<file path="src/rtl/uart_fifo_pkg.sv">
// Shared constants for the UART transmit FIFO: default depth and the bit
// positions used when the FIFO status is packed into the status register.
package uart_fifo_pkg;

  localparam int DEPTH_LOG2_DEFAULT = 4;

  // Status register layout.
  localparam int STAT_EMPTY_BIT  = 0;
  localparam int STAT_FULL_BIT   = 1;
  localparam int STAT_OVF_BIT    = 2;
  localparam int STAT_LWM_BIT    = 3;
  localparam int STAT_LEVEL_LSB  = 8;
  localparam int STAT_LEVEL_MSB  = 15;

endpackage

</file>
<file path="src/rtl/uart_fifo_mem.sv">
// Byte storage for the transmit FIFO: synchronous write, asynchronous read,
// so the head byte is presented to the UART core without a read cycle.
module uart_fifo_mem
  import uart_fifo_pkg::*;
#(
  parameter int DEPTH_LOG2 = DEPTH_LOG2_DEFAULT
) (
  input  logic                  clk,
  input  logic                  we,
  input  logic [DEPTH_LOG2-1:0] waddr,
  input  logic [7:0]            wdata,
  input  logic [DEPTH_LOG2-1:0] raddr,
  output logic [7:0]            rdata
);

  logic [7:0] mem [2**DEPTH_LOG2];

  // Write port.
  // NOTE: storage has no reset; empty/full come from the reset pointers and
  // count, so the contents are never observed before they are written.
  always_ff @(posedge clk) begin
    if (we) mem[waddr] <= wdata;
  end

  assign rdata = mem[raddr];

endmodule

</file>
<file path="src/rtl/uart_tx_fifo.sv">
// Transmit FIFO sitting in front of the simpleuart_div16 data-register port.
// Bytes are pushed at bus speed and drained one per completed frame through
// the reg_dat_we/reg_dat_di/reg_dat_wait handshake.
// Optional low-watermark interrupt: define UART_TX_FIFO_LWM_EN.
module uart_tx_fifo
  import uart_fifo_pkg::*;
#(
  parameter int DEPTH_LOG2 = DEPTH_LOG2_DEFAULT,
  parameter int LWM_RESET  = 0
) (
  input  logic                clk,
  input  logic                resetn,
  input  logic                uart_enabled,
  input  logic                wr_en,
  input  logic [7:0]          wr_data,
  input  logic                flush,
  input  logic                clr_ovf,
`ifdef UART_TX_FIFO_LWM_EN
  input  logic                lwm_we,
  input  logic [DEPTH_LOG2:0] lwm_di,
`endif
  output logic                full,
  output logic                empty,
  output logic [DEPTH_LOG2:0] level,
  output logic                overflow,
  output logic                uart_dat_we,
  output logic [31:0]         uart_dat_di,
  input  logic                uart_dat_wait,
  output logic                lwm_irq
);

  localparam int                DEPTH     = 2**DEPTH_LOG2;
  localparam logic [DEPTH_LOG2:0] DEPTH_CNT = (DEPTH_LOG2+1)'(DEPTH);

  logic [DEPTH_LOG2-1:0] rd_ptr;
  logic [DEPTH_LOG2-1:0] wr_ptr;
  logic [DEPTH_LOG2:0]   count;
  logic [7:0]            head_byte;
  logic                  push;
  logic                  pop;
  logic                  drop;

  // Status derived purely from the registered count.
  assign full  = (count == DEPTH_CNT);
  assign empty = (count == '0);
  assign level = count;

  // Handshake qualifiers; flush overrides any push, and a push during flush
  // is discarded silently rather than counted as an overflow.
  assign uart_dat_we = !empty && uart_enabled;
  assign pop         = uart_dat_we && !uart_dat_wait;
  assign push        = wr_en && !full && !flush;
  assign drop        = wr_en &&  full && !flush;

  // Head byte is forced to zero while empty so the core never sees stale data.
  assign uart_dat_di = empty ? 32'h0 : {24'h0, head_byte};

  uart_fifo_mem #(
    .DEPTH_LOG2 (DEPTH_LOG2)
  ) u_mem (
    .clk   (clk),
    .we    (push),
    .waddr (wr_ptr),
    .wdata (wr_data),
    .raddr (rd_ptr),
    .rdata (head_byte)
  );

  // Pointer and occupancy bookkeeping.
  // NOTE: sequential state uses non-blocking assignments so every register
  // samples pre-edge values regardless of statement order.
  always_ff @(posedge clk or negedge resetn) begin
    if (!resetn) begin
      rd_ptr <= '0;
      wr_ptr <= '0;
      count  <= '0;
    end else if (flush) begin
      rd_ptr <= '0;
      wr_ptr <= '0;
      count  <= '0;
    end else begin
      if (pop)  rd_ptr <= rd_ptr + 1'b1;
      if (push) wr_ptr <= wr_ptr + 1'b1;
      case ({push, pop})
        2'b10:   count <= count + 1'b1;
        2'b01:   count <= count - 1'b1;
        default: count <= count;
      endcase
    end
  end

  // Sticky overflow: a dropped push beats a simultaneous clear.
  always_ff @(posedge clk or negedge resetn) begin
    if (!resetn)      overflow <= 1'b0;
    else if (drop)    overflow <= 1'b1;
    else if (clr_ovf) overflow <= 1'b0;
  end

`ifdef UART_TX_FIFO_LWM_EN
  logic [DEPTH_LOG2:0] lwm;

  // Programmable low-watermark threshold and its level interrupt.
  always_ff @(posedge clk or negedge resetn) begin
    if (!resetn) begin
      lwm     <= LWM_RESET[DEPTH_LOG2:0];
      lwm_irq <= 1'b0;
    end else begin
      if (lwm_we) lwm <= lwm_di;
      lwm_irq <= (count <= lwm) && uart_enabled;
    end
  end
`else
  assign lwm_irq = 1'b0;
`endif

endmodule

</file>
<file path="config.mk">
export PLATFORM = sky130hd
export DESIGN_NAME = uart_tx_fifo
export DESIGN_NICKNAME = d
export VERILOG_FILES = /design/src/rtl/uart_fifo_pkg.sv /design/src/rtl/uart_fifo_mem.sv /design/src/rtl/uart_tx_fifo.sv
export SDC_FILE = /design/constraint.sdc
export NUM_CORES = 1
export LEC_CHECK = 0
export CORE_ASPECT_RATIO = 0.6
export CORE_MARGIN = 5
export CORE_UTILIZATION = 50
export DETAILED_ROUTE_END_ITERATION = 7
export HOLD_SLACK_MARGIN = 0.03
export PLACE_DENSITY_LB_ADDON = 0.1
export SYNTH_ARGS = -nofsm -noshare
export SYNTH_HDL_FRONTEND = slang
export SYNTH_HIERARCHICAL = 1
export SYNTH_SLANG_ARGS = --single-unit
</file>
<file path="constraint.sdc">
create_clock -name clk -period 2.7 [get_ports clk]
set_input_delay 0.405 -clock clk [delete_from_list [all_inputs] [get_ports clk]]
set_output_delay 0.405 -clock clk [all_outputs]
set_load 0.05 [all_outputs]
</file>
==> flow_summary.yaml <==
worst_setup_path:
  startpoint_type: "register"
  r2r_cells: 9
  path_class: "register to output pin"
  critical_path_arrival_ns: 2.26
  end_kind: "output pin"
  timing.rr.start: "level[3]"
  timing.rr.end: "level[4]"
  startpoint: "rd_ptr[0]"
  crit_fanout: 5
  crit_required_ns: 2.30
  rrSetupSlack_ns: 0.10
clocking:
  clock_sinks: 142
  path_clk_slew_ns: 0.06
  numCtsBuffers: 17
  cts_hold_buf: 0
  cts-root-buf: "clkbuf_16"
  clock_latency_ns: 0.40
  cts_buffer_depth: 2
  cts_tree: "yes"
  h-tree-depth: 4
floorplanning:
  row_count: 31
  die_w_um: 153.3
  core_area_um2: 12060
  start_util_pct: 51.06
  ios: 57
  die_y_um: 95.98
  die_area_um2: 14710
timing:
  clock-skew-final_ns: 0.007262
  holdWs_ns: 0.4157
  finalCritPeriodShare_pct: 98.86
  clock.fmax_mhz: 374.6
  hold_violations: 0
  drv_slew: 0
  fin_ws_ns: 0.03083
  setup_viol: 0
  grt_setup_unrepaired: "yes"
  layout_min_cycle_time_ns: 2.669
  relSlewSlack_pct: 49.69
  worst_pin_slew_ns: 0.7479
cells_and_area:
  num_antenna_cells: 0
  mostFrequentLayoutCells: "128 x edfxtp_1, 44 x buf_4, 25 x nor2_1, 25 x conb_1, 24 x mux4_2"
  syn_to_final_growth_pct: 24.72
  fin_nets: 454
  drive_gt1_share_pct: 31.92
  mostFrequentLayoutCell: "edfxtp_1"
place:
  place_congestion: 0.8029
  place_ws_ns: -0.01624
  hpwl_um: 8362
  io_buffers: 31
global_route:
  antenna_found_initial: 0
  first_global_vias: 3236
  grt_pass1_wl_um: 19780
  grt_overflow: 0
  grt_use_total_pct: 18.84
  grt_max_degree: 36
synthesis:
  synth_edf_count: 128
  synth_area_um2: 6160
  synth.avg_cell_area_um2: 17.50
  synth_seq_cells: 142
  synth_flop_cell: "edfxtp_1"
  synth_warnings: 6
  async_reset_ff_share_pct: 9.859
  synth_cell_types: 47
  ys_seq_area_share_pct: 68.09
  synthCells: 352
detailed_routing:
  dr.pass1.iters: 4
  via_count: 3343
  routed_wl_um: 13250
  ant_nets: 0
  routedWlPerCell_um: 21.61
  post-route-drc-count: 0
  viasPerCell: 5.454
  drtIter0Drc: 350
power:
  p_leak_nw: 2.680
  power.density_nw_per_um2: 921.0
  ir_worst_vdd_v: 0.0007099
job:
  max_cap_viol_count: 0
worst_hold_path:
  min_path_type: "input pin to asynchronous set/reset pin"
run_status:
  outcome: "completed"
==> Yosys cell counts (2+ instances only) <==
| library cell | count | share of area, % |
|---|---|---|
| ha_1 | 4 | 0.81 |
| a22oi_1 | 18 | 2.2 |
| nor2b_1 | 13 | 1.3 |
| a32oi_1 | 2 | 0.28 |
| a21oi_1 | 3 | 0.24 |
| dfrtp_1 | 14 | 5.7 |
| or3_1 | 2 | 0.20 |
| clkdlybuf4s25_2 | 3 | 0.49 |
| xnor2_1 | 3 | 0.43 |
| nand4_1 | 2 | 0.20 |
| mux4_2 | 18 | 6.6 |
| inv_1 | 3 | 0.18 |
| nand2b_1 | 6 | 0.61 |
| nand3_1 | 4 | 0.33 |
| nor2_1 | 26 | 1.6 |
| buf_2 | 5 | 0.41 |
| mux4_1 | 14 | 6.0 |
| buf_4 | 26 | 3.2 |
| xor2_1 | 4 | 0.57 |
| edfxtp_1 | 128 | 62 |
| buf_6 | 4 | 0.73 |
| o31ai_1 | 2 | 0.24 |
| nand2_1 | 16 | 0.98 |
| nor3_1 | 6 | 0.49 |
| nand3b_1 | 2 | 0.24 |
| mux2i_1 | 3 | 0.49 |
==> how the worst max path moves through the flow <==
stage	endpoint	slack, ns
2_1_floorplan	level[4]	-0.06
3_3_place_gp	level[4]	0.007
3_5_place_dp	level[4]	-0.02
4_1_cts	uart_dat_di[5]	-0.03
5_1_grt	uart_dat_di[4]	-0.07
6_report	uart_dat_di[5]	0.03
==> cell families (layout without fill, tap and decap cells) <==
kind of cell / after synthesis / in the layout / synth area share (%)
flip-flops: 142 / 142 / 68.09
AND/OR/NAND/NOR: 85 / 85 / 7.353
buffers and inverters: 42 / 114 / 5.037
AO/OA/AOI/OAI: 36 / 36 / 4.611
multiplexers: 35 / 35 / 13.04
XOR/XNOR: 7 / 7 / 0.9953
adder cells (fa/ha/maj): 4 / 4 / 0.8125
other: 1 / 25 / 0.06088
==> area by class of cell <==
| class | count | area, um2 |
|---|---|---|
| clock buffers | 19 | 442.9 |
| clock inverters | 13 | 212.7 |
| fillers | 853 | 4380 |
| inverters | 3 | 11.26 |
| multi-input cells | 192 | 1814 |
| flip-flops and latches | 142 | 4200 |
| well taps | 165 | 206.4 |
| repair buffers | 79 | 794.5 |
==> power breakdown <==
part           internal (mW)  switching (mW)  total [mW]  leakage [nW]
Combinational          0.842            1.16        2.01          1.04
Sequential              2.47          0.0600        2.53          1.34
Clock                   1.67           0.867        2.54         0.310
Total                   4.98            2.09        7.08          2.68
==> routing by layer <==
metal / part of all wire [%] / GRT usage [%] / wire length, um / vias to the layer above
met5: 0 / 0 / 0 / -
met4: 0.96 / 6.449 / 127 / 0
met3: 8.8 / 4.403 / 1172 / 11
met2: 44 / 26.98 / 5889 / 128
met1: 46 / 28.57 / 6057 / 1678
li1: - / - / - / 1526
==> worst max-delay path, stage by stage, from the launching register on <==
cell     delay, ns
dfrtp_2       0.41
buf_12        0.15
buf_16        0.14
buf_6         0.10
mux4_2        0.49
a22oi_2       0.19
nand2_1       0.09
nor2b_4       0.13
buf_6         0.14
==> through the flow <==
stage               area (um2)  instances  total power, mW  utilization [%]  TNS [ns]
floorplan                 6279        376            3.818                -    -1.431
global placement          6815        574            4.349            56.50         0
detailed placement        6815        574            4.365            56.50  -0.01624
CTS                       7601        611            7.021            63.01  -0.09279
global route              7682        613            7.359            63.69   -0.2027
finish                    7682        613            7.075            63.69         0
==> registers in the layout, indices dropped and copies added, names as in the netlist <==
register / flops
u_mem/mem: 128
level: 5
rd_ptr: 4
wr_ptr: 4
overflow: 1
==> what timing repair did <==
action / 4_1_cts / 5_1_grt
setup endpoints to repair: 8 / 8
pin swaps: 1 / 12
cloned: 2 / 2
buffers inserted: 3 / 0
gates resized for setup: 12 / 17
Power figures use the tool's default switching activity.
